==> src/rtl/sram_controller.sv <==
// 32-bit load/store front end for a 16-bit asynchronous SRAM: each word access is split
// into a low and a high half-word phase, each held for WAIT_CYCLES clock cycles.
module sram_controller #(
    parameter int WAIT_CYCLES = 1
) (
    input  logic        clk,
    input  logic        rst,
    input  logic        rd_en,
    input  logic        wr_en,
    input  logic [31:0] address,
    input  logic [31:0] write_data,
    output logic [31:0] read_data,
    output logic        ready,
    output logic [17:0] sram_addr,
    output logic [15:0] sram_dq_out,
    input  logic [15:0] sram_dq_in,
    output logic        sram_dq_oe,
    output logic        sram_we_n,
    output logic        sram_oe_n,
    output logic [1:0]  dbg_state
);

    // Handshake: a request (rd_en|wr_en) is accepted only while in IDLE, and ready drops in
    // that same cycle; ready rises again for the single DONE cycle that ends the access.
    localparam logic [1:0] IDLE = 2'd0;
    localparam logic [1:0] LO   = 2'd1;
    localparam logic [1:0] HI   = 2'd2;
    localparam logic [1:0] DONE = 2'd3;

    localparam logic [3:0] CNT_LAST = 4'(WAIT_CYCLES - 1);

    logic [1:0]  state_q, state_d;
    logic [3:0]  cnt_q, cnt_d;
    logic [16:0] addr_q, addr_d;
    logic [31:0] data_q, data_d;
    logic        is_wr_q, is_wr_d;
    logic [31:0] read_data_q, read_data_d;
    logic [17:0] sram_addr_q, sram_addr_d;
    logic [15:0] dq_out_q, dq_out_d;
    logic        dq_oe_q, dq_oe_d;
    logic        we_n_q, we_n_d;
    logic        oe_n_q, oe_n_d;

    logic req;
    logic last_cycle;
    logic unused_addr_bits;

    assign req              = rd_en | wr_en;
    assign last_cycle       = (cnt_q == CNT_LAST);
    assign unused_addr_bits = ^{address[31:19], address[1:0]};

    // Pin values are registered from the next state, so they are glitch-free and line up
    // exactly with the LO/HI phases they belong to.
    always_comb begin
        state_d     = state_q;
        cnt_d       = cnt_q;
        addr_d      = addr_q;
        data_d      = data_q;
        is_wr_d     = is_wr_q;
        read_data_d = read_data_q;
        sram_addr_d = sram_addr_q;
        dq_out_d    = dq_out_q;
        dq_oe_d     = dq_oe_q;
        we_n_d      = we_n_q;
        oe_n_d      = oe_n_q;

        case (state_q)
            IDLE: begin
                if (req) begin
                    state_d     = LO;
                    cnt_d       = 4'd0;
                    addr_d      = address[18:2];
                    data_d      = write_data;
                    is_wr_d     = wr_en;
                    sram_addr_d = {address[18:2], 1'b0};
                    we_n_d      = ~wr_en;
                    oe_n_d      = wr_en;
                    dq_oe_d     = wr_en;
                    if (wr_en) begin
                        dq_out_d = write_data[15:0];
                    end
                end
            end
            LO: begin
                if (last_cycle) begin
                    state_d     = HI;
                    cnt_d       = 4'd0;
                    sram_addr_d = {addr_q, 1'b1};
                    if (is_wr_q) begin
                        dq_out_d = data_q[31:16];
                    end else begin
                        read_data_d[15:0] = sram_dq_in;
                    end
                end else begin
                    cnt_d = cnt_q + 4'd1;
                end
            end
            HI: begin
                if (last_cycle) begin
                    state_d = DONE;
                    cnt_d   = 4'd0;
                    we_n_d  = 1'b1;
                    oe_n_d  = 1'b1;
                    dq_oe_d = 1'b0;
                    if (!is_wr_q) begin
                        read_data_d[31:16] = sram_dq_in;
                    end
                end else begin
                    cnt_d = cnt_q + 4'd1;
                end
            end
            DONE: begin
                state_d = IDLE;
                cnt_d   = 4'd0;
            end
            default: begin
                state_d = IDLE;
                cnt_d   = 4'd0;
            end
        endcase
    end

    always_ff @(posedge clk or posedge rst) begin
        if (rst) begin
            state_q     <= IDLE;
            cnt_q       <= 4'd0;
            addr_q      <= 17'd0;
            data_q      <= 32'd0;
            is_wr_q     <= 1'b0;
            read_data_q <= 32'd0;
            sram_addr_q <= 18'd0;
            dq_out_q    <= 16'd0;
            dq_oe_q     <= 1'b0;
            we_n_q      <= 1'b1;
            oe_n_q      <= 1'b1;
        end else begin
            state_q     <= state_d;
            cnt_q       <= cnt_d;
            addr_q      <= addr_d;
            data_q      <= data_d;
            is_wr_q     <= is_wr_d;
            read_data_q <= read_data_d;
            sram_addr_q <= sram_addr_d;
            dq_out_q    <= dq_out_d;
            dq_oe_q     <= dq_oe_d;
            we_n_q      <= we_n_d;
            oe_n_q      <= oe_n_d;
        end
    end

    assign ready       = (state_q == DONE) | ((state_q == IDLE) & ~req);
    assign read_data   = read_data_q;
    assign sram_addr   = sram_addr_q;
    assign sram_dq_out = dq_out_q;
    assign sram_dq_oe  = dq_oe_q;
    assign sram_we_n   = we_n_q;
    assign sram_oe_n   = oe_n_q;
    assign dbg_state   = state_q;

endmodule
==> config.mk <==
export PLATFORM = sky130hd
export DESIGN_NAME = sram_controller
export DESIGN_NICKNAME = d
export VERILOG_FILES = /design/src/rtl/sram_controller.sv
export SDC_FILE = /design/constraint.sdc
export NUM_CORES = 1
export LEC_CHECK = 0
export ABC_CLOCK_PERIOD_IN_PS = 9110
export CAP_MARGIN = 20
export CORE_UTILIZATION = 35
export CTS_CLUSTER_SIZE = 40
export DETAILED_ROUTE_END_ITERATION = 12
export PLACE_DENSITY = 0.73
export SETUP_SLACK_MARGIN = 0.4
export SLEW_MARGIN = 0
export SYNTH_ARGS = -nofsm -noshare
export SYNTH_HDL_FRONTEND = slang
export SYNTH_SLANG_ARGS = --single-unit
==> constraint.sdc <==
create_clock -name clk -period 9.11 [get_ports clk]
set_input_delay 2.733 -clock clk [delete_from_list [all_inputs] [get_ports clk]]
set_output_delay 2.733 -clock clk [all_outputs]
set_load 0.005 [all_outputs]
; ---- Word level (Yosys, flattened, before mapping)
; Cells that the tools add are included.
; W data, S select, Z words.
[word_totals]
regBits = 125
input_bits = 84
output_inout_bits = 72
word_cells = 61
[classes]
addsub = 1
n_eq_ne = 8
n_mux = 22
bitwise = 6
reduce_logical = 12
[op_table]
columns = cell, n
row1 = $mux W16, 4
row2 = $mux W18, 2
row3 = $pmux W18 S2, 1
row4 = $pmux W16 S2, 1
row5 = $reduce_and A3 Y1, 5
row6 = $pmux W4 S3, 1
row7 = $ne A2 B2 Y1 const B, 5
row8 = $mux W4, 2
row9 = $pmux W2 S4, 1
row10 = $mux W2, 3
row11 = $pmux W1 S2, 3
row12 = $reduce_and A5 Y1, 1
row13 = $add A4 B1 Y4 const B, 1
row14 = $eq A2 B2 Y1 const B, 2
row15 = $logic_not A4 Y1, 1
row16 = $mux W1, 4
row17 = $reduce_bool A2 Y1, 2
row18 = $not A1 Y1, 3
row19 = $eq A2 B1 Y1 const B, 1
row20 = $logic_not A2 Y1, 1
row21 = $or A1 B1 Y1, 2
row22 = $reduce_and A2 Y1, 1
row23 = $reduce_or A2 Y1, 1
row24 = $and A1 B1 Y1, 1

; ---- Depth between registers and ports, before layout
; Gate-level depths: netlist of run 1.
[depth]
word_depth = 4
mapped_depth = 8
ltp_nobuf = 5

; ---- Least setup slack after synthesis of run 1
; No wires, ideal clock.
[synth_path]
path_type = input -> output
startpoint = input rd_en
endpoint = output ready
arrival_ns = 3.420
t_required_ns = 6.377
slack_ns = 2.957
cell_stages = 3
path_buffers = 1
cell_sequence = or3b_2 > buf_2 > nand2b_1
[synth_between]
elab_chain_len = 4
[synth_rtl]
columns = element, line_no
row1 = from (decl), 8  ; input logic rd_en,
row2 = $or A1 B1 Y1, 48  ; assign req = rd_en | wr_en;
row3 = $not A1 Y1, 151  ; assign ready = (state_q == DONE) | ((state_q == IDLE) & ~req);
row4 = $and A1 B1 Y1, 151
row5 = $or A1 B1 Y1, 151
row6 = to (decl), 13  ; output logic ready,
; Every way passes these cells.

; ---- Worst setup path in the final report of run 1
; Same ends and word-level chain as after synthesis.

==> key figures, run 1 <==
Synth
  • Yosys warns: 0
  • Post-synthesis adder-cell area fraction: 1.68%
  • Post-Synth XOR/XNOR Area: 0%
  • Register area share after synthesis: 52.5%
  • Post-synthesis net count: 495
  • Mux cell area share after synthesis: 15.6%
  • FF+latch count, synth: 109
  • Mean Syn Cell Area: 12.9 sq um
  • Count of cell types in the netlist: 44
  • Synth async-reset ratio: 100%
  • Compound-gate portion of the synthesized area: between 10 and 15%
  • Syn Inst Count: 404
  • Number of synthesized flops with an enable pin: 0
  • Synth Flop Type: dfrtp_1
  • Simple logic cell fraction of the synthesized area: between 10 and 15%
  • Cell Area, Synth: 0.00520 sq mm
  • Largest family of logic cells by synthesized area: multiplexers

Drt
  • Antenna Nets Post-Route: 0
  • DR DRC count: 0
  • Routed len/inst: 18.4 um
  • Via Count: 3809
  • Drt first-iter violations: between 200 and 250
  • Pre-antenna DRT Iters: 4
  • Total Routed Length: 13200 um
  • Drt via density: about 5.3

STA
  • Hold Vio Cnt, Final: 0
  • Final setup viols: 0
  • Slew Viols, Final: 0
  • Hold slack: 507 ps
  • Fin crit share: 82.1%
  • Final Skew: roughly 5.5 ps
  • Min cycle time layout: 7480 ps
  • RSZ-0062 raised after global routing: false
  • Max-slew headroom: 32.8%
  • Max Freq: 0.134 GHz
  • Worst-margin pin slew: 1010 ps
  • Setup TNS: 0 ps

Power and ir drop
  • Clock power frac: 15.9%
  • Internal power: 1.65 mW
  • Worst IR Drop VDD: roughly 150 uV
  • P_sw: 0.806 mW
  • Gate power share: 48.1%
  • Total power: 2.45 mW
  • Pleak: around 2.8 nW
  • PwrDens: 350 mW/mm^2
  • Switching Share: 32.8%
  • Sequential group share of total power: 36.0%

CTS
  • Htree depth: 3
  • CTS buffer count: 9
  • Setup Fix Bufs, Post-CTS: 0
  • Post-cts sizing count: 0
  • Clock Latency Late Sink: between 300 and 400 ps
  • TritonCTS clock tree: built
  • Clk root buf: clkbuf_16
  • Clk sinks: 109
  • Hold-fix buffers, CTS: 0
  • Maximum clock path buffer count: 2
  • Worst-path clk slew: 70 ps

Setup path
  • Critical path type: in2out
  • Most common cell on crit path: clkdlybuf4s50_1
  • Critical path capture point type: output port
  • CP max FO: 20
  • CP max stage cell: or3b_2
  • Worst path bufs/invs: 3
  • R2r setup slk: around 6000 ps
  • Slowest Stage Delay on Critical Path: 720 ps
  • Crit-path cells: clkdlybuf4s50_1 > buf_4 > or3b_2 > nand2b_1 > clkdlybuf4s50_1
  • CP arrival: 4740 ps
  • Delay-heaviest family, CP: buffers and inverters
  • Worst EP required: 6380 ps
  • Startpoint Class: input pin

Placement
  • Cells after DPL: 702
  • HPWL after detailed placement: ~9000 um
  • GPL Wtd Cong: ~0.75
  • Port-buffer cells: 140
  • Post-DP Area: 0.00672 sq mm

Layout
  • Ratio of cells with drive above 1 in the final layout: 21.2%
  • Area growth, synth to finish: 34.6%
  • Layout fillers: 1329
  • # diodes: 0
  • Layout net count: 620
  • Post-Layout Cell Count: 717
  • Final instance area: 0.00700 sq mm

Global route
  • Antenna violations before repair: 0
  • Global-route wire length before repair: 20200 um
  • Congestion Overflow GR: 0
  • Total global-route track usage: around 17%
  • Largest net degree at the start of global routing: 70
  • Vias in the first global route: around 3800

Floorplanning
  • Die height: 124 um
  • Initial Utilization: between 30% and 40%
  • Cell row count: 44
  • Area of the core: 0.0145 sq mm
  • I/O pins: 156
  • Die X: 124 um
  • Die area: 0.0154 sq mm

Flow run
  • Max capacitance violation total: 0

Run status
  • Status: finished, final reports clean

Min path
  • Worst min path class: reg2reg
==> power groups by stage <==
stage | Sequential [mW] | Combinational (mW) | Clock, mW
after floorplan | 0.871 | 0.695 | 0
after CTS | 0.885 | 1.20 | 0.401
after detailed placement | 0.891 | 1.19 | 0
final | 0.882 | 1.18 | 0.390
after global routing | 0.912 | 1.28 | 0.419
after global placement | 0.875 | 1.16 | 0
==> state kept, by name (all words and copies together) (netlist names) <==
name,cells
sram_we_n,1
data_q,16
sram_addr,18
cnt_q,4
read_data,32
addr_q,17
dbg_state,2
is_wr_q,1
sram_dq_oe,1
sram_dq_out,16
sram_oe_n,1
==> layout make-up <==
type                    count  area, sq um  share of cell area, %
repair buffers            146         1450                   20.7
inverters                  10         40.0                  0.572
clock buffers              11          233                   3.32
clock inverters             4         48.8                  0.697
multi-input cells         253         2270                   32.5
flip-flops and latches    109         2730                   39.0
well taps                 184          230                   3.29
==> per-stage QoR <==
stage	util, %	worst slack [ps]
floorplan	-	2960
global placement	46.2	1650
detailed placement	46.2	1630
CTS	48.2	1630
global route	48.2	1580
finish	48.2	1630
==> metal layers <==
metal  up-vias  GRT usage (%)  wire length [um]
met1      1934           23.2              5840
li1       1765              -                 -
met2        94           28.3              6530
met4         0           6.10               281
met5         -              0                 0
met3        16           3.30               525
==> cell usage after synthesis (2+ instances only) <==
library cell    n  share of area, %
buf_6           2              0.43
nor3b_4         2              0.72
nor4b_2         9               2.6
nand2b_1       18               2.2
or3b_2          2              0.34
nor3_1         13               1.3
a211oi_1       13               1.9
o31ai_1         2              0.29
mux2_2         58                13
ha_1            7               1.7
o22ai_1        14               1.7
nor4b_1         4              0.67
buf_4           6              0.87
nand2_1         3              0.22
a2bb2oi_1      16               2.7
dfstp_2         2               1.0
clkbuf_1        8              0.58
dfrtp_1       107                51
nor2b_1        15               1.8
nor2_1          2              0.14
or3_1           4              0.48
a21oi_1         5              0.48
mux2_4         10               2.9
o32ai_1        15               2.5
nand3_1         5              0.48
inv_1           9              0.65
nand4bb_1       2              0.43
o21ai_0         6              0.58
buf_2          15               1.4
o21bai_1       13               1.9
o221a_2         4              0.87
==> cells in the final DEF, fill, tap and decap left out, types with 8 or more instances in the layout <==
cell,n
a211oi_1,13
a2bb2oi_1,16
clkbuf_16,9
clkdlybuf4s50_1,140
dfrtp_1,107
inv_1,8
mux2_2,58
mux2_4,10
nand2b_1,18
nor2b_1,15
nor3_1,13
nor4b_2,9
o21bai_1,13
o22ai_1,14
o32ai_1,15
==> logic make-up after synthesis <==
logic type / after synthesis
multiplexers: 69
AO/OA/AOI/OAI: 95
flip-flops: 109
adder cells (fa/ha/maj): 7
buffers and inverters: 42
AND/OR/NAND/NOR: 82
==> final timing paths <==
check / endpoint / cells past startpoint / from
worst max-delay path: ready / 5 / rd_en
worst min-delay path: read_data[1] / 1 / read_data[1]
worst max register to register: sram_dq_out[0] / 6 / dbg_state[1]
worst min register to register: read_data[1] / 1 / read_data[1]
max in group asynchronous: sram_addr[16] / 3 / rst
min in group asynchronous: read_data[16] / 2 / rst
(Power assumes the default switching activity.)
==> inputs of run 2 (changes only) <==
--- a/config.mk
+++ b/config.mk
@@ -5,7 +5,7 @@
 export SDC_FILE = /design/constraint.sdc
 export NUM_CORES = 1
 export LEC_CHECK = 0
-export ABC_CLOCK_PERIOD_IN_PS = 9110
+export ABC_CLOCK_PERIOD_IN_PS = 6940
 export CAP_MARGIN = 20
 export CORE_UTILIZATION = 35
 export CTS_CLUSTER_SIZE = 40
==> constraint.sdc (replaced) <==
create_clock -name clk -period 6.94 [get_ports clk]
set_input_delay 2.082 -clock clk [delete_from_list [all_inputs] [get_ports clk]]
set_output_delay 2.082 -clock clk [all_outputs]
set_load 0.005 [all_outputs]
==> run 2 against run 1 <==
Net effect: combinational power rose by 31%; global-route usage rose by 0.28 points; worst setup slack got worse by 650 ps; register-to-register slack got worse by 2700 ps; first-iteration DRC count rose by 9.1%; via count fell by 0.29%; hold slack improved by 2.0 ps; design area rose by 0.46%.
==> key figures, run 2 (synthesis gave the netlist of run 1 again) <==
Setup path
  • CP max FO: 19 (-5.0%)
  • Critical path type: in2out
  • R2R depth: 6 (unchanged)
  • Critical path capture point type: output port
  • Worst EP required: 4860 ps (-1520 ps)
  • Startpoint Class: input pin
  • CP arrival: 3880 ps (-860 ps)

CTS
  • CTS buffer count: 9 (unchanged)
  • Worst-path clk slew: 70 ps (about the same)
  • Clk sinks: 109 (unchanged)
  • Htree depth: 3 (unchanged)
  • Hold-fix buffers, CTS: 0 (unchanged)
  • TritonCTS clock tree: built
  • Clk root buf: clkbuf_16
  • Maximum clock path buffer count: 2 (unchanged)
  • Post-cts sizing count: 0 (unchanged)
  • Clock Latency Late Sink: 350 ps (about the same)
  • Setup Fix Bufs, Post-CTS: 0 (unchanged)

STA
  • Final Skew: 7.78 ps (+2.31 ps)
  • Setup TNS: 0 ps (unchanged)
  • Max-slew headroom: 31.1% (-1.8 points)
  • Worst-margin pin slew: 1030 ps (+26.4 ps)
  • RSZ-0062 raised after global routing: false
  • Slew Viols, Final: 0 (unchanged)
  • Final setup viols: 0 (unchanged)
  • Max Freq: 0.168 GHz
  • Hold Vio Cnt, Final: 0 (unchanged)
  • Fin crit share: ~86%
  • Min cycle time layout: 5960 ps

Floorplanning
  • Die height: 124 um (unchanged)
  • Area of the core: 0.0145 sq mm (unchanged)
  • Die X: 124 um (unchanged)
  • I/O pins: 156 (unchanged)
  • Die area: 0.0154 sq mm (unchanged)
  • Cell row count: 44 (unchanged)
  • Initial Utilization: 35.8% (unchanged)

Global route
  • Largest net degree at the start of global routing: 71 (+1.4%)
  • Total global-route track usage: 17.7% (+0.28 points)
  • Global-route wire length before repair: 20600 um (+2.2%)
  • Vias in the first global route: 3853 (+1.6%)
  • Antenna violations before repair: 0 (unchanged)
  • Congestion Overflow GR: 0 (unchanged)

Layout
  • Max reg flops: 32 (unchanged)
  • Layout fillers: 1277 (-3.9%)
  • Area growth, synth to finish: 35.2%
  • Most frequent cells in the layout: clkdlybuf4s50_1, dfrtp_1, mux2_2, nand2b_1, a2bb2oi_1
  • Layout net count: 620 (unchanged)
  • # diodes: 0 (unchanged)
  • Ratio of cells with drive above 1 in the final layout: 21.7% (+0.52 points)
  • Final Util: 48.4% (+0.22 points)
  • Most common cell after layout, fill and taps aside: clkdlybuf4s50_1

Min path
  • Worst min path class: reg2reg
  • Hold depth: 1 (unchanged)

Power and ir drop
  • Pleak: 2.78 nW (+0.44%)
  • PwrDens: 461 mW/mm^2 (+32%)
  • Worst IR Drop VDD: 251 uV (+71%)
  • Total power: 3.24 mW (+32%)

Flow run
  • Max capacitance violation total: 0 (unchanged)

Drt
  • Pre-antenna DRT Iters: 4 (unchanged)
  • DR DRC count: 0 (unchanged)
  • Antenna Nets Post-Route: 0 (unchanged)
  • Drt first-iter violations: 228 (+9.1%)
  • Total Routed Length: 13100 um (-0.43%)
  • Via Count: 3798 (-0.29%)
  • Routed len/inst: 18.3 um (-0.57%)
  • Drt via density: 5.29 (-0.43%)

Placement
  • GPL Wtd Cong: 0.769 (+2.4%)
  • HPWL after detailed placement: 8530 um (-2.7%)
  • Port-buffer cells: 140 (unchanged)

Run status
  • Status: finished, final reports clean
run 2: critical path: stages:
cell and delay (ps):
clkdlybuf4s50_1 420, or3b_2 710, nand2b_1 150, clkdlybuf4s50_1 510
run 2: cell type report:
class	count	area, sq um	area share [%]
multi-input cells	253	2270	32.3
clock inverters	7	88.8	1.26
flip-flops and latches	109	2730	38.8
clock buffers	9	225	3.20
well taps	184	230	3.27
inverters	10	40.0	0.569
repair buffers	146	1450	20.6
run 2: power breakdown:
| part | total [mW] | internal [mW] | switching (mW) |
|---|---|---|---|
| registers | 1.16 | 0.958 | 0.201 |
| logic | 1.54 | 0.924 | 0.618 |
| clock network | 0.542 | 0.290 | 0.252 |
| total | 3.24 | 2.17 | 1.07 |
run 2: final timing paths:
| path | end | slack, ps | startpoint |
|---|---|---|---|
| max | ready | 980 | rd_en |
| max in group asynchronous | read_data[29] | 3630 | rst |
| min in group asynchronous | data_q[18] | 2260 | rst |
| min | sram_dq_out[0] | 510 | sram_dq_out[0] |
| max reg2reg | read_data[13] | 3480 | dbg_state[1] |
| min reg2reg | sram_dq_out[0] | 510 | sram_dq_out[0] |
run 2: stage by stage:
step           cells  hold slack [ps]  worst slack, ps  area, sq um
2_1_floorplan    404              479             1990         5200
3_3_place_gp     702              482              998         6720
3_5_place_dp     702              493              977         6720
4_1_cts          718              511              976         7030
5_1_grt          718              528              892         7030
6_report         718              509              979         7030
run 2: routing by layer:
layer / vias up / track usage (%) / wire length, um
li1: 1760 / - / -
met4: 0 / 6.25 / 199
met2: 89 / 30.2 / 6820
met3: 10 / 3.85 / 517
met1: 1939 / 22.0 / 5590
met5: - / 0 / 0
==> inputs of run 3 (changes only) <==
--- a/config.mk
+++ b/config.mk
@@ -12,7 +12,6 @@
 export DETAILED_ROUTE_END_ITERATION = 12
 export PLACE_DENSITY = 0.73
 export SETUP_SLACK_MARGIN = 0.4
-export SLEW_MARGIN = 0
 export SYNTH_ARGS = -nofsm -noshare
 export SYNTH_HDL_FRONTEND = slang
 export SYNTH_SLANG_ARGS = --single-unit
==> results of run 3 <==
Final layout, timing and power as in run 2 (identical DEF).
